**src/rtl/freq_lock_controller.sv**
```systemverilog
// freq_lock_controller
//   Closed-loop sequencer for a programmable clock divider. Loads an initial
//   divisor, lets the divider settle, measures one high pulse of psi in clk
//   cycles and nudges the divisor by one step toward set_period. After LOCK_N
//   consecutive in-tolerance measurements it declares lock and keeps tracking.
//
// Optional feature: define FLC_TIMEOUT_EN to enable a watchdog that aborts to
//   IDLE (and raises the sticky timeout flag) after TIMEOUT cycles spent
//   continuously waiting for / measuring a pulse. Without it, timeout is 0.
//
// Ports:
//   clk, rst     clock, synchronous active-high reset
//   start        one-cycle regulation request (honoured only in IDLE)
//   stop         abort to IDLE from any state
//   psi          feedback pulse, synchronous to clk
//   set_period   target high-pulse width (sampled in EVAL)
//   init_div     divisor loaded on start
//   div          registered divisor to the divider
//   meas         last completed pulse width (saturating)
//   locked       lock indication
//   busy         high in every state except IDLE
//   sat_err      sticky: adjustment requested at a divisor limit
//   timeout      sticky watchdog flag
module freq_lock_controller #(
  parameter int unsigned DIV_W   = 4,
  parameter int unsigned CNT_W   = 8,
  parameter int unsigned SETTLE  = 4,
  parameter int unsigned LOCK_N  = 3,
  parameter int unsigned TOL     = 1,
  parameter int unsigned TIMEOUT = 200
) (
  input  logic             clk,
  input  logic             rst,
  input  logic             start,
  input  logic             stop,
  input  logic             psi,
  input  logic [CNT_W-1:0] set_period,
  input  logic [DIV_W-1:0] init_div,
  output logic [DIV_W-1:0] div,
  output logic [CNT_W-1:0] meas,
  output logic             locked,
  output logic             busy,
  output logic             sat_err,
  output logic             timeout
);

  localparam int unsigned SET_W  = (SETTLE > 1) ? $clog2(SETTLE) : 1;
  localparam int unsigned GOOD_W = $clog2(LOCK_N + 1);

  localparam logic [SET_W-1:0]  SettleLast = SET_W'(SETTLE - 1);
  localparam logic [GOOD_W-1:0] GoodMax    = GOOD_W'(LOCK_N);
  localparam logic [GOOD_W-1:0] GoodOne    = GOOD_W'(1);
  localparam logic [CNT_W-1:0]  CntMax     = {CNT_W{1'b1}};
  localparam logic [CNT_W-1:0]  CntOne     = CNT_W'(1);
  localparam logic [DIV_W-1:0]  DivMax     = {DIV_W{1'b1}};
  localparam logic [DIV_W-1:0]  DivOne     = DIV_W'(1);
  localparam logic [CNT_W:0]    TolExt     = (CNT_W + 1)'(TOL);
  localparam logic [CNT_W:0]    ZeroExt    = '0;

  typedef enum logic [2:0] {
    StIdle,
    StLoad,
    StSettle,
    StArm,
    StMeasure,
    StEval
  } state_e;

  state_e             state_q, state_d;
  logic [DIV_W-1:0]   div_q, div_d;
  logic [CNT_W-1:0]   meas_q, meas_d;
  logic [CNT_W-1:0]   cnt_q, cnt_d;
  logic [SET_W-1:0]   settle_q, settle_d;
  logic [GOOD_W-1:0]  good_q, good_d;
  logic               locked_q, locked_d;
  logic               sat_q, sat_d;
  logic               psi_prev_q;
  logic               rise;

  // Signed-by-extension difference between the last measurement and target.
  logic [CNT_W:0]     diff;
  logic [CNT_W:0]     abs_diff;
  logic               in_tol;
  logic               too_short;

`ifdef FLC_TIMEOUT_EN
  localparam int unsigned WD_W = (TIMEOUT > 1) ? $clog2(TIMEOUT) : 1;
  localparam logic [WD_W-1:0] WdLast = WD_W'(TIMEOUT - 1);
  localparam logic [WD_W-1:0] WdOne  = WD_W'(1);
  logic [WD_W-1:0]    wd_q, wd_d;
  logic               tmo_q, tmo_d;
`endif

  assign rise      = psi & ~psi_prev_q;
  assign diff      = {1'b0, meas_q} - {1'b0, set_period};
  assign abs_diff  = diff[CNT_W] ? (ZeroExt - diff) : diff;
  assign in_tol    = (abs_diff <= TolExt);
  assign too_short = diff[CNT_W];

  always_comb begin
    state_d  = state_q;
    div_d    = div_q;
    meas_d   = meas_q;
    cnt_d    = cnt_q;
    settle_d = settle_q;
    good_d   = good_q;
    locked_d = locked_q;
    sat_d    = sat_q;
`ifdef FLC_TIMEOUT_EN
    wd_d     = '0;
    tmo_d    = tmo_q;
`endif

    unique case (state_q)
      StIdle: begin
        if (start && !stop) begin
          state_d = StLoad;
          sat_d   = 1'b0;
          good_d  = '0;
`ifdef FLC_TIMEOUT_EN
          tmo_d   = 1'b0;
`endif
        end
      end
      StLoad: begin
        div_d    = init_div;
        locked_d = 1'b0;
        settle_d = '0;
        state_d  = StSettle;
      end
      StSettle: begin
        if (settle_q == SettleLast) begin
          state_d = StArm;
        end else begin
          settle_d = settle_q + SET_W'(1);
        end
      end
      StArm: begin
        // The rise cycle itself is the first counted high cycle.
        if (rise) begin
          cnt_d   = CntOne;
          state_d = StMeasure;
        end
      end
      StMeasure: begin
        if (psi) begin
          if (cnt_q != CntMax) cnt_d = cnt_q + CntOne;
        end else begin
          meas_d  = cnt_q;
          state_d = StEval;
        end
      end
      StEval: begin
        if (in_tol) begin
          if (good_q != GoodMax) good_d = good_q + GoodOne;
          if (good_q >= GoodMax - GoodOne) locked_d = 1'b1;
          state_d = StArm;
        end else begin
          good_d   = '0;
          locked_d = 1'b0;
          settle_d = '0;
          if (too_short) begin
            // Pulse too short: a larger divisor lengthens it.
            if (div_q != DivMax) begin
              div_d   = div_q + DivOne;
              state_d = StSettle;
            end else begin
              sat_d   = 1'b1;
              state_d = StArm;
            end
          end else begin
            if (div_q != '0) begin
              div_d   = div_q - DivOne;
              state_d = StSettle;
            end else begin
              sat_d   = 1'b1;
              state_d = StArm;
            end
          end
        end
      end
      default: state_d = StIdle;
    endcase

`ifdef FLC_TIMEOUT_EN
    // Watchdog runs only while continuously in ARM/MEASURE.
    if (state_q == StArm || state_q == StMeasure) begin
      if (wd_q == WdLast) begin
        tmo_d    = 1'b1;
        locked_d = 1'b0;
        good_d   = '0;
        meas_d   = meas_q;
        state_d  = StIdle;
      end else begin
        wd_d = wd_q + WdOne;
      end
    end
`endif

    // Abort has priority over everything except reset; outputs hold.
    if (stop && state_q != StIdle) begin
      state_d  = StIdle;
      div_d    = div_q;
      meas_d   = meas_q;
      sat_d    = sat_q;
      locked_d = 1'b0;
      good_d   = '0;
    end
  end

  always_ff @(posedge clk) begin
    if (rst) begin
      state_q    <= StIdle;
      div_q      <= '0;
      meas_q     <= '0;
      cnt_q      <= '0;
      settle_q   <= '0;
      good_q     <= '0;
      locked_q   <= 1'b0;
      sat_q      <= 1'b0;
      psi_prev_q <= 1'b0;
`ifdef FLC_TIMEOUT_EN
      wd_q       <= '0;
      tmo_q      <= 1'b0;
`endif
    end else begin
      state_q    <= state_d;
      div_q      <= div_d;
      meas_q     <= meas_d;
      cnt_q      <= cnt_d;
      settle_q   <= settle_d;
      good_q     <= good_d;
      locked_q   <= locked_d;
      sat_q      <= sat_d;
      psi_prev_q <= psi;
`ifdef FLC_TIMEOUT_EN
      wd_q       <= wd_d;
      tmo_q      <= tmo_d;
`endif
    end
  end

  assign div     = div_q;
  assign meas    = meas_q;
  assign locked  = locked_q;
  assign busy    = (state_q != StIdle);
  assign sat_err = sat_q;
`ifdef FLC_TIMEOUT_EN
  assign timeout = tmo_q;
`else
  assign timeout = 1'b0;
`endif

endmodule

```
**config.mk**
```make
export PLATFORM = sky130hd
export DESIGN_NAME = freq_lock_controller
export DESIGN_NICKNAME = d
export VERILOG_FILES = /design/src/rtl/freq_lock_controller.sv
export SDC_FILE = /design/constraint.sdc
export NUM_CORES = 1
export LEC_CHECK = 0
export ABC_AREA = 1
export CAP_MARGIN = 30
export CORE_ASPECT_RATIO = 0.8
export CORE_MARGIN = 5
export CORE_UTILIZATION = 45
export CTS_BUF_LIST = sky130_fd_sc_hd__clkbuf_16
export CTS_CLUSTER_SIZE = 28
export DETAILED_ROUTE_END_ITERATION = 10
export PLACE_DENSITY_LB_ADDON = 0.2
export SYNTH_ARGS = -nofsm -noshare
export SYNTH_HDL_FRONTEND = slang
export SYNTH_SLANG_ARGS = --single-unit
```
**constraint.sdc**
```tcl
create_clock -name clk -period 3.7 [get_ports clk]
set_clock_uncertainty 0.1 [all_clocks]
set_input_delay 0.555 -clock clk [delete_from_list [all_inputs] [get_ports clk]]
set_output_delay 0.555 -clock clk [all_outputs]
set_load 0.02 [all_outputs]
```
# ---- Word level (Yosys, flattened, before mapping)
# Index checks and enable logic that the tools add are counted.
dict set report word_totals {
  regBits 30
  latch_bits 0
  ramBits 0
  mem_bits_ro 0
  inputBits 17
  out_inout_bits 16
  wordCells 99
  n_memories 0
}
dict set report classes {
  n_addsub 7
  n_mul 0
  n_div 0
  magnitude_cmp 2
  n_eq_ne 23
  shifts 0
  n_mux 35
  bitwise_logic 4
  reduce_logical 19
}
# cell count
set op_table {}
lappend op_table {{2-to-1 mux 8 bit} 3}
lappend op_table {{2-to-1 mux 3 bit} 6}
lappend op_table {{!= test 2 bit (second input constant)} 9}
lappend op_table {{!= test 3 bit (second input constant)} 6}
lappend op_table {{one-hot mux 3 bit (6 select lines)} 1}
lappend op_table {{2-to-1 mux 4 bit} 4}
lappend op_table {{one-hot mux 8 bit (2 select lines)} 1}
lappend op_table {{2-to-1 mux 2 bit} 5}
lappend op_table {{less-or-equal comparator 9 x 1 -> 1 bit (second input constant)} 1}
lappend op_table {{2-to-1 mux 1 bit} 9}
lappend op_table {{2-to-1 mux 9 bit} 1}
lappend op_table {{AND reduction 3 bit} 3}
lappend op_table {{subtractor 1 x 9 -> 9 bit (first input constant)} 1}
lappend op_table {{subtractor 8 x 8 -> 9 bit} 1}
lappend op_table {{adder 8 x 1 -> 8 bit (second input constant)} 1}
lappend op_table {{!= test 8 bit (second input constant)} 1}
lappend op_table {{one-hot mux 4 bit (2 select lines)} 1}
lappend op_table {{AND reduction 4 bit} 2}
lappend op_table {{== test 3 x 2 -> 1 bit (second input constant)} 2}
lappend op_table {{== test 3 bit (second input constant)} 2}
lappend op_table {{one-hot mux 2 bit (3 select lines)} 1}
lappend op_table {{AND reduction 6 bit} 1}
lappend op_table {{nonzero test 2 bit} 3}
lappend op_table {{nonzero test 3 bit} 2}
lappend op_table {{18 further kinds} 23}

# ---- Logic depth before layout (Yosys ltp)
dict set report logic_depth {
  ltp_word 6
  depth_mapped 21
  ltp_nobuf 21
}

# ---- Worst setup path after synthesis
# OpenSTA, ideal clock, no wires.
dict set report synth_path {
  path_kind {input -> register}
  start {input port set_period[0]}
  end {register div_q[3] (netlist: div[3])}
  setup_ps 116
  arrival_time_ps 2594
  t_required_ps 3484
  slack_ps 891
  path_stages 18
  n_path_buf 0
  cell_sequence {ha_1 inv_1 fa_1 nand2_1 nand2_2 nand2_2 nor2_2 nor2_4 inv_2 ha_1 nand2_1 nor2_1 a211oi_1 a21oi_1 o21ai_0 nand2_1 o21ai_0 nor2_1}
}
dict set report synth_via {
  elab_chain_len 6
  word_cells_on_any_way 11
  classes_between {2 x add/sub; 1 x order compare; 3 x eq/ne; 4 x mux; 1 x reduce/logical}
}
# element line
set synth_rtl {}
lappend synth_rtl {{start, declared} 37} ;# input logic [CNT_W-1:0] set_period,
lappend synth_rtl {{subtractor 8 x 8 -> 9 bit (*)} 95} ;# assign diff = {1'b0, meas_q} - {1'b0, set_period};
lappend synth_rtl {{subtractor 1 x 9 -> 9 bit} 96} ;# assign abs_diff = diff[CNT_W] ? (ZeroExt - diff) : diff;
lappend synth_rtl {{2-to-1 mux 9 bit} 96}
lappend synth_rtl {{less-or-equal comparator 9 x 1 -> 1 bit} 97} ;# assign in_tol = (abs_diff <= TolExt);
lappend synth_rtl {{!= test 2 bit (no line)} n/a}
lappend synth_rtl {{AND reduction 5 bit (no line)} n/a}
lappend synth_rtl {{end signal, assigned} 228} ;# div_q <= div_d;
lappend synth_rtl {{end, declared} 70} ;# logic [DIV_W-1:0] div_q, div_d;
# Every way passes the cells marked *; elsewhere a longest branch is shown, timed or not. The select of a mux whose other input is x is not followed.
# A chain may end at the register's enable or synchronous reset.

# ---- Final worst setup path
# Ends and elaborated chain as after synthesis.

==> flow_summary.json <==
{
  "status": "finished, final reports clean",
  "ys_seq_area_share_pct": 26.3,
  "synth_xor_area_share_pct": 1.15,
  "regArea_um2": 601,
  "syn_area_um2": 2280,
  "cts_setup_buffers": 0,
  "rsz0062_at_grt": "false",
  "start_util_pct": 45.9,
  "clk_transition_reported_paths_ns": 0.05,
  "syn_inst": 363,
  "vdd_drop_max_uv": 270,
  "synthMuxAreaShare_pct": 0,
  "fill_cells": 508,
  "crit_chain": "clkdlybuf4s50_1 > ha_1 > inv_1 > fa_1 > nand2_1 > nand2_2 > nand2_2 > nor2_2 > nor2_4 > inv_2 > ha_1 > nand2_1 > nor2_1 > a211oi_1 > a21oi_1 > o21ai_0 > nand2_1 > o21ai_0 > nor2_1",
  "endpoint_kind": "flip-flop",
  "avgRoutedWirePerCell_um": 11.6,
  "cts_resized": 0,
  "htreeDepth": 2,
  "grt_overflow": 0,
  "multi_input_area_um2": 1420,
  "antenna_found_initial": 0,
  "final-hold-violation-count": 0,
  "slew_viol_final": 0,
  "setup_ws_ns": 0.452,
  "drc_errors": 0,
  "vias_per_cell": 4.95,
  "io_buffers": 31,
  "grt_pass1_vias": 2071,
  "p_clk_share_pct": 31.4,
  "combinationalPowerShare_pct": 36.5,
  "worstSetupPathType": "in -> reg",
  "syn_avg_cell_area_um2": 6.29,
  "ctsRootBufferMaster": "clkbuf_16",
  "seqPwrFrac_pct": 32.1,
  "finalSetupViolations": 0,
  "drt-pass1-iter-count": 4,
  "worstPathArrival_ns": 3.31,
  "synth_top_area_cell": "dfxtp_1",
  "cts_hold_buffers": 0,
  "crit_path_start_kind": "primary input",
  "final_common_cell": "nand2_1",
  "synthAdderAreaFrac_pct": 9.97,
  "antenna_left": 0,
  "boundaryPins": 33,
  "maxCapViolations": 0,
  "die_w_um": 89.7,
  "synth_top_family_by_area": "simple AND/OR/NAND/NOR gates",
  "p_leak_nw": 1.33,
  "p_total_mw": 1.24,
  "swShare_pct": 36.6,
  "ys_warn_count": 0,
  "final_cell_mix": "nand2_1 (89), inv_1 (62), nor2_1 (46)",
  "routed_wl_mm": 5.36,
  "syn_to_final_growth_pct": 22.3,
  "final.period_utilization_pct": 87.8,
  "grt_pass1_wl_mm": 9.09,
  "dp_hpwl_mm": 4.28,
  "syn-num-nets": 397,
  "cts.sink_count": 30,
  "drtIter0Drc": 112,
  "worstMarginPinSlew_ns": 0.593,
  "numCtsBuffers": 5,
  "grt_use_total_pct": 17.5,
  "tns_ns": 0,
  "critPathMostFrequentCell": "nand2_1",
  "p_int_mw": 0.786,
  "synth_compound_area_share_pct": 13.0,
  "clockBufferDepth": 2,
  "core_area_um2": 4980,
  "diodes": 0,
  "cts_tree": "yes",
  "switching_power_mw": 0.454,
  "gp_congestion": 0.866,
  "hold_class": "reg -> reg",
  "worstPathRequired_ns": 3.77,
  "synth-simple-area-share_pct": 37.8,
  "ys_seq_elements": 30,
  "clk_latency_ns": 0.27,
  "power_density_nw_per_um2": 444,
  "nets": 432,
  "ys_top_cells_by_area": "dfxtp_1 (26%), nand2_1 (15%), inv_1 (10%)",
  "die_y_um": 73.7,
  "netlist.area_leader.share_pct": 26.3,
  "cp_slowest_cell": "clkdlybuf4s50_1",
  "max_freq_mhz": 308,
  "via_count": 2283,
  "layout_min_cycle_time_ns": 3.25,
  "fin_util_pct": 56.1,
  "path_max_fanout": 8,
  "pre_cts_slack_ns": 0.171,
  "drive_above_1_share_pct": 6.02,
  "synth.distinct_cells": 33,
  "slew_headroom_pct": 60.3,
  "grt_max_degree": 17,
  "core.rowCount": 23,
  "slowest_delay_ns": 0.46,
  "design.die.area_um2": 6610
}
[critical path: cells and delay by family]
kind / cells / cell delay [ns]
simple gates: 9 / 0.74
compound gates: 4 / 0.54
buf+inv: 3 / 0.64
fa+ha+maj: 3 / 0.85
[registers in the layout, indices dropped and copies added, names as in the netlist]
signal / flops
settle_q: 2
good_q: 2
meas: 8
psi_prev_q: 1
div: 4
locked: 1
cnt_q: 8
state_q: 3
sat_err: 1
[kinds of logic (layout without fill, tap and decap cells)]
logic type | count (synthesis) | after routing
AO/OA/AOI/OAI | 53 | 53
XOR/XNOR | 3 | 3
adder cells (fa/ha/maj) | 17 | 17
buffers and inverters | 68 | 104
flip-flops | 30 | 30
other | 1 | 1
AND/OR/NAND/NOR | 191 | 191
[through the flow]
stage | instance area, um2 | hold WS, ns | instances
after floorplan | 2280 | 0.339 | 363
after global placement | 2650 | 0.343 | 453
after detailed placement | 2650 | 0.348 | 453
after CTS | 2800 | 0.357 | 461
after global routing | 2800 | 0.377 | 461
final | 2800 | 0.353 | 461
[layer usage]
layer	GRT usage [%]	vias up	share of wire [%]
li1	-	1237	-
met1	24.0	991	51
met2	27.0	49	43
met3	4.48	6	5.7
met4	4.79	0	0.99
met5	0	-	0
[synthesized netlist by cell type]
cell	n
conb_1	1
nor2_4	2
nand2_1	89
a31oi_1	1
clkbuf_1	2
or2_2	1
inv_1	62
dfxtp_1	30
o2111ai_1	1
nand3_4	1
xor2_1	3
buf_6	1
o21ai_1	2
nor4_1	1
nand2_4	1
fa_1	2
nor2_2	1
nor2_1	46
buf_4	1
nor3_1	5
a211oi_1	5
o21bai_1	1
o21ai_0	14
nand2_2	3
a21oi_4	1
nand3b_1	2
nand3_2	3
inv_2	2
nand4_1	11
a21oi_1	28
or2_4	1
nand3_1	24
ha_1	15
[final timing paths]
| kind | from | to | slack [ns] | cells past startpoint |
|---|---|---|---|---|
| min reg2reg | sat_err$_SDFFE_PP0P_ | sat_err$_SDFFE_PP0P_ | 0.35 | 2 |
| min | sat_err$_SDFFE_PP0P_ | sat_err$_SDFFE_PP0P_ | 0.35 | 2 |
| max | set_period[0] | div[3]$_SDFFE_PP0P_ | 0.45 | 19 |
| max reg2reg | meas[0]$_SDFFE_PP0P_ | div[3]$_SDFFE_PP0P_ | 0.77 | 19 |
[area by class of cell]
class	instances	area share (%)
Sequential cell	30	21.5
Inverter	64	8.59
Clock inverter	3	0.582
Tap cell	62	2.78
Clock buffer	5	4.48
Multi-Input combinational cell	265	50.7
Timing Repair Buffer	32	11.4
[power by group through the flow]
stage	registers, mW	logic, mW	clock network, mW
finish	0.398	0.453	0.389
global route	0.405	0.517	0.417
CTS	0.398	0.454	0.398
detailed placement	0.405	0.450	0
global placement	0.403	0.446	0
floorplan	0.415	0.307	0
Power figures use the tool's default switching activity.
